==> src/rtl/parity_share_pkg.sv <==
`timescale 1ns/1ps
// -----------------------------------------------------------------------------
// parity_share_pkg
// Shared definitions for the parity-sharing controller:
//   - state_t   : controller FSM states
//   - NREQ_DEF  : default number of requesters
//   - DW_DEF    : default data word width
//   - rr_pick() : round-robin one-hot grant selection over up to 8 requesters
// -----------------------------------------------------------------------------
package parity_share_pkg;

    typedef enum logic [1:0] {
        IDLE  = 2'd0,
        SHIFT = 2'd1,
        DONE  = 2'd2
    } state_t;

    localparam int NREQ_DEF = 4;
    localparam int DW_DEF   = 8;

    // Picks the first set bit of valid, starting at ptr and wrapping modulo n.
    // Width is fixed at 8 (the largest supported requester count); callers
    // zero-extend their request vector and pass the real count in n.
    function automatic logic [7:0] rr_pick(input logic [7:0]  valid,
                                           input logic [2:0]  ptr,
                                           input int unsigned n);
        logic [7:0]  grant;
        logic        found;
        int unsigned idx;
        grant = '0;
        found = 1'b0;
        for (int unsigned k = 0; k < 8; k++) begin
            idx = (32'(ptr) + k) % n;
            if ((k < n) && !found && valid[idx[2:0]]) begin
                grant[idx[2:0]] = 1'b1;
                found           = 1'b1;
            end
        end
        return grant;
    endfunction

endpackage

==> src/rtl/parity_serial_core.sv <==
`timescale 1ns/1ps
// -----------------------------------------------------------------------------
// parity_serial_core
// Bit-serial even-parity engine. A word is loaded, then each shift cycle the
// LSB is XORed into the accumulator and the register rotates right by one.
// Because the shifted-out bit re-enters at the MSB, after DW shifts the
// register holds the original word again, so data_out doubles as the
// "word that was processed" once the run is complete.
//
// Ports:
//   clk        in   clock, rising edge
//   rst_n      in   asynchronous active-low reset (clears register and acc)
//   load       in   load load_data and clear the accumulator
//   load_data  in   DW-bit word to process
//   shift_en   in   perform one serial parity step
//   parity_acc out  running XOR of the bits shifted so far
//   data_out   out  current shift register contents
// -----------------------------------------------------------------------------
module parity_serial_core #(
    parameter int DW = 8
) (
    input  logic          clk,
    input  logic          rst_n,
    input  logic          load,
    input  logic [DW-1:0] load_data,
    input  logic          shift_en,
    output logic          parity_acc,
    output logic [DW-1:0] data_out
);

    logic [DW-1:0] sreg;
    logic          acc;

    always_ff @(posedge clk or negedge rst_n) begin
        if (!rst_n) begin
            sreg <= '0;
            acc  <= 1'b0;
        end else if (load) begin
            sreg <= load_data;
            acc  <= 1'b0;
        end else if (shift_en) begin
            acc  <= acc ^ sreg[0];
            sreg <= {sreg[0], sreg[DW-1:1]};
        end
    end

    assign parity_acc = acc;
    assign data_out   = sreg;

endmodule

==> src/rtl/parity_share_ctrl.sv <==
`timescale 1ns/1ps
// -----------------------------------------------------------------------------
// parity_share_ctrl
// Shares one bit-serial even-parity engine between NREQ requesters. A
// round-robin arbiter grants one requester per IDLE cycle, the winner's word
// is shifted through the engine one bit per clock, and the parity bit is
// returned together with the requester ID and the word over a valid/ready
// response port.
//
// Ports:
//   clk         in   clock, rising edge
//   rst_n       in   asynchronous active-low reset
//   req_valid   in   [NREQ]     per-requester request valid
//   req_data    in   [NREQ*DW]  requester i's word at bits [i*DW +: DW]
//   req_ready   out  [NREQ]     one-hot grant (only in IDLE)
//   rsp_valid   out  response valid (DONE state)
//   rsp_ready   in   consumer accepts response
//   rsp_id      out  [IDW]      index of the served requester
//   rsp_data    out  [DW]       word that was processed
//   rsp_parity  out  even-parity bit (XOR of all data bits)
//   busy        out  high whenever the controller is not IDLE
// -----------------------------------------------------------------------------
module parity_share_ctrl
    import parity_share_pkg::*;
#(
    parameter int NREQ = NREQ_DEF,
    parameter int DW   = DW_DEF,
    parameter int IDW  = 2
) (
    input  logic             clk,
    input  logic             rst_n,
    input  logic [NREQ-1:0]  req_valid,
    input  logic [NREQ*DW-1:0] req_data,
    output logic [NREQ-1:0]  req_ready,
    output logic             rsp_valid,
    input  logic             rsp_ready,
    output logic [IDW-1:0]   rsp_id,
    output logic [DW-1:0]    rsp_data,
    output logic             rsp_parity,
    output logic             busy
);

    localparam int CW = $clog2(DW);

    state_t        state;
    logic [CW-1:0] bit_cnt;
    logic [2:0]    rr_ptr;
    logic [IDW-1:0] id_q;

    logic [7:0]    pick;
    logic [2:0]    sel_idx;
    logic [2:0]    next_ptr;
    logic          accept;
    logic [DW-1:0] sel_data;
    logic          core_load;
    logic          core_shift;
    logic          core_parity;
    logic [DW-1:0] core_data;

    // Arbitration: evaluated every cycle, only exposed while IDLE and out of
    // reset so req_ready reads zero while rst_n is asserted.
    assign pick = rr_pick(8'(req_valid), rr_ptr, NREQ);

    always_comb begin
        sel_idx = '0;
        for (int i = 0; i < 8; i++) begin
            if (pick[i]) sel_idx = 3'(i);
        end
    end

    always_comb begin
        req_ready = '0;
        if (rst_n && (state == IDLE)) req_ready = pick[NREQ-1:0];
    end

    assign accept = |(req_valid & req_ready);

    always_comb begin
        sel_data = '0;
        for (int i = 0; i < NREQ; i++) begin
            if (req_ready[i]) sel_data = req_data[i*DW +: DW];
        end
    end

    always_comb begin
        if (sel_idx == 3'(NREQ - 1)) next_ptr = '0;
        else                         next_ptr = sel_idx + 3'd1;
    end

    // Controller FSM, bit counter and round-robin pointer
    always_ff @(posedge clk or negedge rst_n) begin
        if (!rst_n) begin
            state   <= IDLE;
            bit_cnt <= '0;
            rr_ptr  <= '0;
            id_q    <= '0;
        end else begin
            case (state)
                IDLE: begin
                    if (accept) begin
                        state   <= SHIFT;
                        bit_cnt <= '0;
                        rr_ptr  <= next_ptr;
                        id_q    <= IDW'(sel_idx);
                    end
                end
                SHIFT: begin
                    bit_cnt <= bit_cnt + CW'(1);
                    // The final XOR happens on this same edge in the core.
                    if (bit_cnt == CW'(DW - 1)) state <= DONE;
                end
                DONE: begin
                    if (rsp_ready) state <= IDLE;
                end
                default: state <= IDLE;
            endcase
        end
    end

    assign core_load  = (state == IDLE) && accept;
    assign core_shift = (state == SHIFT);

    parity_serial_core #(
        .DW (DW)
    ) u_core (
        .clk        (clk),
        .rst_n      (rst_n),
        .load       (core_load),
        .load_data  (sel_data),
        .shift_en   (core_shift),
        .parity_acc (core_parity),
        .data_out   (core_data)
    );

    // Core register has rotated back to the original word by the time DONE
    // is reached, so the response fields come straight from registers.
    assign rsp_valid  = (state == DONE);
    assign rsp_id     = id_q;
    assign rsp_data   = core_data;
    assign rsp_parity = core_parity;
    assign busy       = (state != IDLE);

endmodule

==> config.mk <==
export PLATFORM = sky130hd
export DESIGN_NAME = parity_share_ctrl
export DESIGN_NICKNAME = d
export VERILOG_FILES = /design/src/rtl/parity_share_pkg.sv /design/src/rtl/parity_serial_core.sv /design/src/rtl/parity_share_ctrl.sv
export SDC_FILE = /design/constraint.sdc
export NUM_CORES = 1
export LEC_CHECK = 0
export CAP_MARGIN = 20
export CORE_ASPECT_RATIO = 0.75
export CORE_MARGIN = 1.5
export CORE_UTILIZATION = 39
export CTS_BUF_LIST = sky130_fd_sc_hd__clkbuf_8 sky130_fd_sc_hd__clkbuf_16
export DETAILED_ROUTE_END_ITERATION = 6
export PLACE_DENSITY = 0.74
export RECOVER_POWER = 25
export SYNTH_ARGS = -nofsm -noshare
export SYNTH_HDL_FRONTEND = slang
export SYNTH_SLANG_ARGS = --single-unit
==> constraint.sdc <==
create_clock -name clk -period 4 [get_ports clk]
set_input_delay 0.8 -clock clk [delete_from_list [all_inputs] [get_ports clk]]
set_output_delay 0.8 -clock clk [all_outputs]
set_load 0.005 [all_outputs]
# == Word level (Yosys, flattened, before mapping) ==
# Cells that the tools add are included.
# word_totals
regBits,18
wordCells,97
# classes
order_cmp,8
eq_ne,7
n_bitwise,5
muxes,46
n_reduce_logical,20
n_addsub,5
# ops
op,count
$mux 8,7
$mux 3,7
$lt 2x4->1 const B,4
$mux 4,4
$mux 1,14
$logic_and 1x1->1,9
$bmux 1 s2,4
$demux 1 s2,4
$ge 2x1->1 const B,4
$mux 2,4
$or 4x4->4,2
$or 8x4->8,1
$pmux 2 s3,1
$pmux 3 s2,1
$reduce_bool 2->1,3
$add 2x1->2 const B,2
$add 2x2->2 const B,2
$and 4x4->4,1
$ne 2x1->1 const B,2
$reduce_and 2->1,2
$reduce_or 4->1,1
$add 3x1->3 const B,1
$eq 3x2->1 const B,1
$eq 3x3->1 const B,1
7 further kinds,9

# == Depth between registers and ports, before layout ==
# Gate-level depths: netlist of the first run.
# logic_depth
depth_word,21
mapped_depth,13
depth_no_buf,10

# == Modules after synthesis ==
# From an unflattened synthesis of the first run, not the netlist that was laid out.
# hier_totals
cells_unflattened,149
area_unflattened_um2,1478.9
# by_module_without_submodules
module,seq_area_each_um2,area_each_um2,cells_each,instances
parity_share_ctrl,225.2,1058.5,111,1
parity_serial_core,225.2,420.4,38,1

# == Least setup slack after synthesis of the first run ==
# No wires, ideal clock.
# synth_path
kind,register -> output
from,reg rr_ptr[0]
to,out req_ready[3]
setup_slack_ns,0.403
t_required_ns,3.200
arrival_time_ns,2.797
stages_incl_launch_ff,10
path_cell_list,dfrtp_1 buf_2 inv_1 ha_1 mux4_2 nor2b_4 a22o_1 o31ai_2 clkbuf_1 inv_1
# synth_via
elab_chain_len,13
elab_cells_between_ends,48
cone_classes,3 x add/sub; 8 x order compare; 24 x mux; 3 x bitwise; 10 x reduce/logical
# synth_lines
element,line,source
from (decl),parity_share_ctrl.sv:47,logic [2:0] rr_ptr;
from (signal assigned),parity_share_ctrl.sv:103,rr_ptr <= next_ptr;
"parallel branches: the longest is 11 deep, another holds $lt 2x4->1",n/a,
$mux 8 *,parity_share_pkg.sv:34,if ((k < n) && !found && valid[idx[2:0]]) begin
$mux 4 *,parity_share_ctrl.sv:73,if (rst_n && (state == IDLE)) req_ready = pick[NREQ-1:0];
to (decl),parity_share_ctrl.sv:34,"output logic [NREQ-1:0] req_ready,"
# Mark *: on every way between the ends. The select of a mux whose other input is x is not followed.

# == Worst setup path in the final report of the first run ==
# layout_path
from,in req_valid[1]
to,out req_ready[0]
# layout_via
elab_chain_len,13
elab_cells_between_ends,25
cone_classes,16 x mux; 3 x bitwise; 6 x reduce/logical
# layout_lines
element,line,source
from (decl),parity_share_ctrl.sv:32,"input logic [NREQ-1:0] req_valid,"
$bmux 1 s2,parity_share_pkg.sv:34,
$mux 1 (not written as such),parity_share_pkg.sv:34,
$mux 1,parity_share_pkg.sv:34,
$logic_not 1->1,parity_share_pkg.sv:34,
$logic_and 1x1->1,parity_share_pkg.sv:34,
$mux 1,parity_share_pkg.sv:34,
$logic_not 1->1,parity_share_pkg.sv:34,
$logic_and 1x1->1,parity_share_pkg.sv:34,
$mux 1,parity_share_pkg.sv:34,
$logic_not 1->1,parity_share_pkg.sv:34,
$logic_and 1x1->1,parity_share_pkg.sv:34,
$mux 8 *,parity_share_pkg.sv:34,
$mux 4 *,parity_share_ctrl.sv:73,
# Mark *: on every way between the ends. The rest lies on a longest branch, timed or not. The select of a mux whose other input is x is not followed.

==> impl_summary.txt, run 1 <==
----------------------------------------------------
[Detailed routing]
  Final ANT Viol Nets ... 0
  Vias post-DR ... 1681
  Via/cell ratio ... 5.49
  Final routed wire length divided by cell count ... 15.3 um
  First-iteration detailed-routing DRC count ... 87
  Iteration count of the initial detailed-routing pass ... 4
  Aggregate routed wire length ... 4680 um
  Drc violations ... 0

[Placement]
  Input/output buffers ... 55
  Hpwl dp ... 3780 um
  Post-detailed-placement cell area ... 2260 um2
  Global placer's final weighted congestion ... 0.936
  Cells after DPL ... 302

[Timing]
  Clock period minus worst slack ... 3880 ps
  RSZ-0062 raised after global routing ... false
  Worst hold slack ... 535 ps
  Rel. slew slack ... 0.348
  Total setup violations reported at the end of the flow ... 0
  Final count of hold timing violations ... 0
  Fraction of the cycle the final worst path needs ... 0.971
  Worst slew pin tran ... 979 ps
  Setup clock skew after layout ... 4.42 ps
  Top achievable clock speed ... 258 MHz
  Final max-slew violation count ... 0

[Global routing]
  Gr usage total ... 0.215
  Met2 Use GR ... 0.316
  Most crowded layer after global routing ... met1
  Met1 track utilization from global routing ... 0.334
  Total grt overflow ... 0
  Vias in the first global route ... 1463
  First-pass GRT wire length ... 7630 um
  Maximum number of pins on one net before global-route repair ... 19
  Global routing met3 resource utilization ... 0.0310
  Antenna violations before repair ... 0

[Worst setup path]
  Kind of end point of the critical path ... primary output
  Critical path data arrival time ... 3080 ps
  Reg-to-reg critical path startpoint ... rr_ptr[1]$_DFFE_PN0P_
  Critical Path Source Type ... input port
  Max Fanout on Critical Path ... 4
  Path depth of the worst reg2reg path ... 10
  Most used cell along the critical path ... clkdlybuf4s50_1
  Worst reg2reg setup slack ... 630 ps
  Cells traversed along the worst timing path ... clkdlybuf4s50_1, or3b_2, a2111oi_4, o21ai_1, a31oi_1, clkdlybuf4s50_1
  Launching element of the worst setup path ... req_valid[1]
  Worst reg2reg path endpoint ... u_core.data_out[4]$_DFFE_PN0P_
  Start-to-end type of the worst setup path ... input port to primary output
  Master of the slowest instance on the critical path ... clkdlybuf4s50_1
  Critical path data required time ... 3200 ps
  Delay of the slowest critical-path stage ... 560 ps

[Finish]
  Final net count ... 299
  Utilization of the core after routing ... 0.579
  Most frequent standard cell in the layout excluding fill and tap cells ... clkdlybuf4s50_1
  Layout overhead on the synthesized area ... 43.4%
  Proportion of layout cells with a drive suffix above 1 ... 0.131
  Count of antenna diodes in the layout ... 0
  Count of non-filler cells in the finished layout ... 306
  Commonest non-fill, non-tap cells in the layout ... clkdlybuf4s50_1, nand2_1, nor2_1
  Final std cell area, no fill ... 2330 um2
  Fill cell instance count of the final layout ... 372

[CTS]
  Clock transition at the registers of the reported paths ... 70 ps
  TritonCTS clock tree ... yes
  Total number of H-tree levels ... 1
  Total CTS buffers ... 3
  Maximum buffer depth of the clock tree ... 2
  Root buf cell ... clkbuf_8
  Insertion delay to the later sink of the worst-skew pair ... 250 ps
  Sinks on Clock Net ... 18

[Synth]
  Gate count of the mapped netlist ... 190
  Fraction of synthesized cell area in xor and xnor cells ... 0.00539
  Number of synthesized register bits ... 18
  Syn Area/Cell ... 8.55 um2
  Post-synthesis sequential area ratio ... 0.277
  Synth Area in Simple Gates ... 0.232
  Ys flop type ... dfrtp_1
  EDFF count, synth ... 0
  Post-synthesis instance area ... 1630 um2
  Mux cell area share after synthesis ... 0.0346
  Number of distinct library cells after synthesis ... 49
  Ys Warns ... 0
  Async SR Flop Fraction ... 1.00
  Compound-Gate Fraction of Synth Area ... 0.316
  Combinational family with the most area after synthesis ... compound AO/OA/AOI/OAI gates
  Share of synthesized cell area in full adder, half adder and majority cells ... 0.0616
  Syn Nets ... 237

[Floorplanning]
  Area of the die ... 4570 um2
  Die Height ... 58.9 um
  Area of the core ... 4030 um2
  Die span in x ... 77.5 um
  Number of top-level pins ... 56
  Initial core utilization ... 0.403
  # rows ... 20

[Power]
  Leakage power total ... 0.997 nW
  Worst IR Drop VDD ... 0.000285 V
  PwrDens ... 638 nW/um2
  Post-layout power ... 1.49 mW

[Outcome]
  Result of the run ... completed

[Min path]
  Startpoint of the lowest-slack hold path ... bit_cnt[1]$_DFFE_PN0P_
  Number of stages on the worst hold path ... 2
  Class of the tightest hold or removal check ... register to register
  Hold endpoint ... bit_cnt[1]$_DFFE_PN0P_

[Flow run]
  Max-cap violations ... 0

----------------------------------------------------
## cells by family after synthesis
group,after synthesis
adder cells (fa/ha/maj),8
flip-flops,18
XOR/XNOR,1
AND/OR/NAND/NOR,76
buffers and inverters,21
AO/OA/AOI/OAI,63
multiplexers,3
## power breakdown
group	internal, mW	total, mW	leakage (nW)	switching (mW)
sequential	0.258	0.314	0.229	0.0557
clock	0.0873	0.148	0.0288	0.0605
combinational	0.496	1.03	0.739	0.530
total	0.841	1.49	0.997	0.646
## area by class of cell
type / count / area (um2) / share of cell area
clock buffer: 4 / 55.1 / 0.0236
inverter: 9 / 33.8 / 0.0145
multi-input combinational: 151 / 1070 / 0.458
sequential: 18 / 450 / 0.193
tap: 55 / 68.8 / 0.0295
timing repair buffer: 69 / 654 / 0.281
## critical path: cells and delay by family
family	cells	cell delay, ps
and+or+nand+nor	1	490
AOI/OAI and AO/OA	3	760
buffers and inverters	2	1030
## worst max path at each step
stage               slack (ps)           end  cells past startpoint
finish                     120  req_ready[0]                      6
global route                20  req_ready[0]                      6
CTS                         20  req_ready[0]                      6
detailed placement         -10  req_ready[0]                      6
global placement            10  req_ready[0]                      6
floorplan                  400  req_ready[3]                      9
## Yosys cell counts (all sizes together) (3+ instances only)
library cell	number	area share
nor2b	4	0.020
o21ai	11	0.038
a221o	9	0.055
inv	9	0.021
dfrtp	18	0.28
nor3	3	0.0092
clkbuf	4	0.0092
a31o	8	0.043
and4b	3	0.018
a21oi	8	0.027
a22o	3	0.016
buf	8	0.043
ha	8	0.062
nand2	27	0.062
nor2	25	0.058
a31oi	5	0.019
## through the flow
step	TNS, ps	setup WS [ps]
6_report	0	117
5_1_grt	0	23.8
4_1_cts	0	15.1
3_5_place_dp	-11.8	-11.8
3_3_place_gp	0	11.1
2_1_floorplan	0	403
## flip-flops by register name, summed over array words and instances, names as in the netlist
register           flops
bit_cnt                3
rr_ptr                 2
rsp_id                 2
state                  2
u_core.data_out        8
u_core.parity_acc      1
## metal layers
| layer | part of all wire | wire length, um |
|---|---|---|
| met2 | 0.42 | 1960 |
| met1 | 0.52 | 2420 |
| met3 | 0.056 | 262 |
| met5 | 0 | 0 |
| met4 | 0.0077 | 36 |
## timing repair
action,CTS,global route
endpoints found under the setup margin,1,4
gates resized for setup,1,2
buffers inserted,0,0
pin swaps,0,2
hold buffers,0,0
(Power assumes the default switching activity.)
==> run 2: changes to the inputs <==
--- a/config.mk
+++ b/config.mk
@@ -11,7 +11,7 @@
 export CORE_UTILIZATION = 39
 export CTS_BUF_LIST = sky130_fd_sc_hd__clkbuf_8 sky130_fd_sc_hd__clkbuf_16
 export DETAILED_ROUTE_END_ITERATION = 6
-export PLACE_DENSITY = 0.74
+export PLACE_DENSITY = 0.77
 export RECOVER_POWER = 25
 export SYNTH_ARGS = -nofsm -noshare
 export SYNTH_HDL_FRONTEND = slang
==> constraint.sdc (replaced) <==
create_clock -name clk -period 3.4 [get_ports clk]
set_input_delay 0.68 -clock clk [delete_from_list [all_inputs] [get_ports clk]]
set_output_delay 0.68 -clock clk [all_outputs]
set_load 0.005 [all_outputs]
==> impl_summary.txt, run 2 (synthesis results as in run 1) <==
----------------------------------------------------
[Worst setup path]
  Max Fanout on Critical Path ... 5
  Start-to-end type of the worst setup path ... register to primary output
  Path depth of the worst reg2reg path ... 12
  Critical Path Source Type ... register
  Reg-to-reg critical path startpoint ... rr_ptr[1]$_DFFE_PN0P_
  Critical path data required time ... 2720 ps
  Worst reg2reg path endpoint ... u_core.data_out[6]$_DFFE_PN0P_
  Worst reg2reg setup slack ... 150 ps
  Kind of end point of the critical path ... primary output
  Critical path data arrival time ... 2570 ps

[Min path]
  Hold endpoint ... rsp_id[0]$_DFFE_PN0P_
  Class of the tightest hold or removal check ... register to register
  Startpoint of the lowest-slack hold path ... rsp_id[0]$_DFFE_PN0P_
  Number of stages on the worst hold path ... 2

[Timing]
  Final-layout setup total negative slack ... 0 ps
  Rel. slew slack ... 0.357
  Final count of hold timing violations ... 0
  Fraction of the cycle the final worst path needs ... 0.956
  Clock period minus worst slack ... 3250 ps
  Total setup violations reported at the end of the flow ... 0
  Top achievable clock speed ... 308 MHz
  Final max-slew violation count ... 0
  Worst slew pin tran ... 965 ps
  Setup clock skew after layout ... 5.86 ps

[Floorplanning]
  Die Height ... 58.9 um
  Initial core utilization ... 0.403
  Area of the core ... 4030 um2
  Area of the die ... 4570 um2
  Die span in x ... 77.5 um
  Number of top-level pins ... 56
  # rows ... 20

[CTS]
  Clock transition at the registers of the reported paths ... 60 ps
  Sinks on Clock Net ... 18
  Total number of H-tree levels ... 1
  Root buf cell ... clkbuf_8
  TritonCTS clock tree ... yes
  Total CTS buffers ... 3
  Insertion delay to the later sink of the worst-skew pair ... 250 ps
  Maximum buffer depth of the clock tree ... 2
  Number of buffers added to fix hold violations after cts ... 0

[Placement]
  Hpwl dp ... 3830 um
  Cells after DPL ... 316
  Global placer's final weighted congestion ... 0.941
  Input/output buffers ... 55
  Post-detailed-placement cell area ... 2370 um2

[Power]
  Leakage power total ... 1.16 nW
  Worst IR Drop VDD ... 0.000285 V
  Internal cell power ... 1.07 mW
  Part of the power in combinational logic ... 0.715
  P_sw ... 0.797 mW
  Flop pwr share ... 0.193
  Switching part of the total ... 0.427
  PwrDens ... 741 nW/um2
  Clock network power share ... 0.092
  Post-layout power ... 1.87 mW

[Outcome]
  Result of the run ... completed

[Global routing]
  Total grt overflow ... 0
  Antenna violations before repair ... 0
  Vias in the first global route ... 1596
  First-pass GRT wire length ... 7940 um
  Gr usage total ... 0.221
  Maximum number of pins on one net before global-route repair ... 19

[Finish]
  Fill cell instance count of the final layout ... 364
  Commonest non-fill, non-tap cells in the layout ... clkdlybuf4s50_1, buf_4, nand2_1
  Final std cell area, no fill ... 2520 um2
  Final net count ... 321
  Number of flip-flops in the largest register ... 8
  Most frequent standard cell in the layout excluding fill and tap cells ... clkdlybuf4s50_1
  Proportion of layout cells with a drive suffix above 1 ... 0.212
  Count of non-filler cells in the finished layout ... 328
  Layout overhead on the synthesized area ... 55.0%
  Count of antenna diodes in the layout ... 0

[Detailed routing]
  Vias post-DR ... 1785
  Via/cell ratio ... 5.44
  Final ANT Viol Nets ... 0
  Drc violations ... 0
  Final routed wire length divided by cell count ... 15.0 um
  Iteration count of the initial detailed-routing pass ... 4
  Aggregate routed wire length ... 4910 um
  First-iteration detailed-routing DRC count ... 91

[Flow run]
  Max-cap violations ... 0

----------------------------------------------------
==> run 2: worst max-delay path by stage <==
stage                          startpoint                        endpoint  slack (ps)  depth (start not counted)
finish              rr_ptr[1]$_DFFE_PN0P_                    req_ready[2]         150                          8
global route        rr_ptr[1]$_DFFE_PN0P_           rr_ptr[1]$_DFFE_PN0P_          -6                         12
CTS                          req_valid[0]                    req_ready[1]           2                          9
detailed placement           req_valid[1]                    req_ready[0]        -430                          6
global placement             req_valid[1]                    req_ready[0]        -310                          6
floorplan           rr_ptr[0]$_DFFE_PN0P_  u_core.data_out[4]$_DFFE_PN0P_           8                         12
==> run 2: critical path, cell delays in order (launching register included) <==
cell and delay, ps:
dfrtp_1 350, inv_1 100, ha_1 380, mux4_2 530
nor2b_4 160, a22o_4 230, o31ai_4 260, inv_2 60
dlygate4sd2_1 260
==> run 2: cell type report <==
cell class | count | area, um2 | area share
multi-input combinational | 151 | 1090 | 0.431
timing repair buffer | 91 | 826 | 0.328
clock buffer | 4 | 55.1 | 0.0218
sequential | 18 | 450 | 0.179
inverter | 9 | 33.8 | 0.0134
tap | 55 | 68.8 | 0.0273
==> run 2: power groups by stage <==
stage | Clock (mW) | Sequential [mW] | Combinational (mW)
4_1_cts | 0.175 | 0.361 | 1.30
6_report | 0.172 | 0.361 | 1.33
3_5_place_dp | 0 | 0.363 | 1.26
2_1_floorplan | 0 | 0.371 | 0.789
5_1_grt | 0.188 | 0.372 | 1.47
3_3_place_gp | 0 | 0.362 | 1.24
==> run 2: repair_timing <==
item | CTS | global route
endpoints found under the setup margin | 4 | 18
gates resized for setup | 13 | 6
hold endpoints to repair | 0 | 0
pin swaps | 4 | 5
buffers inserted | 5 | 3
==> run 2: routing by layer <==
metal,vias to the layer above,global-route usage,wire length [um]
li1,882,-,-
met1,819,0.348,2410
met2,74,0.310,2100
met3,10,0.0388,326
met4,0,0.0468,80
met5,-,0,0
==> run 2: through the flow <==
step	hold slack, ps	setup WS (ps)	util
detailed placement	496	-429	0.588
CTS	509	2.46	0.617
global route	537	-5.61	0.625
global placement	481	-310	0.588
floorplan	384	8.39	-
finish	503	149	0.625
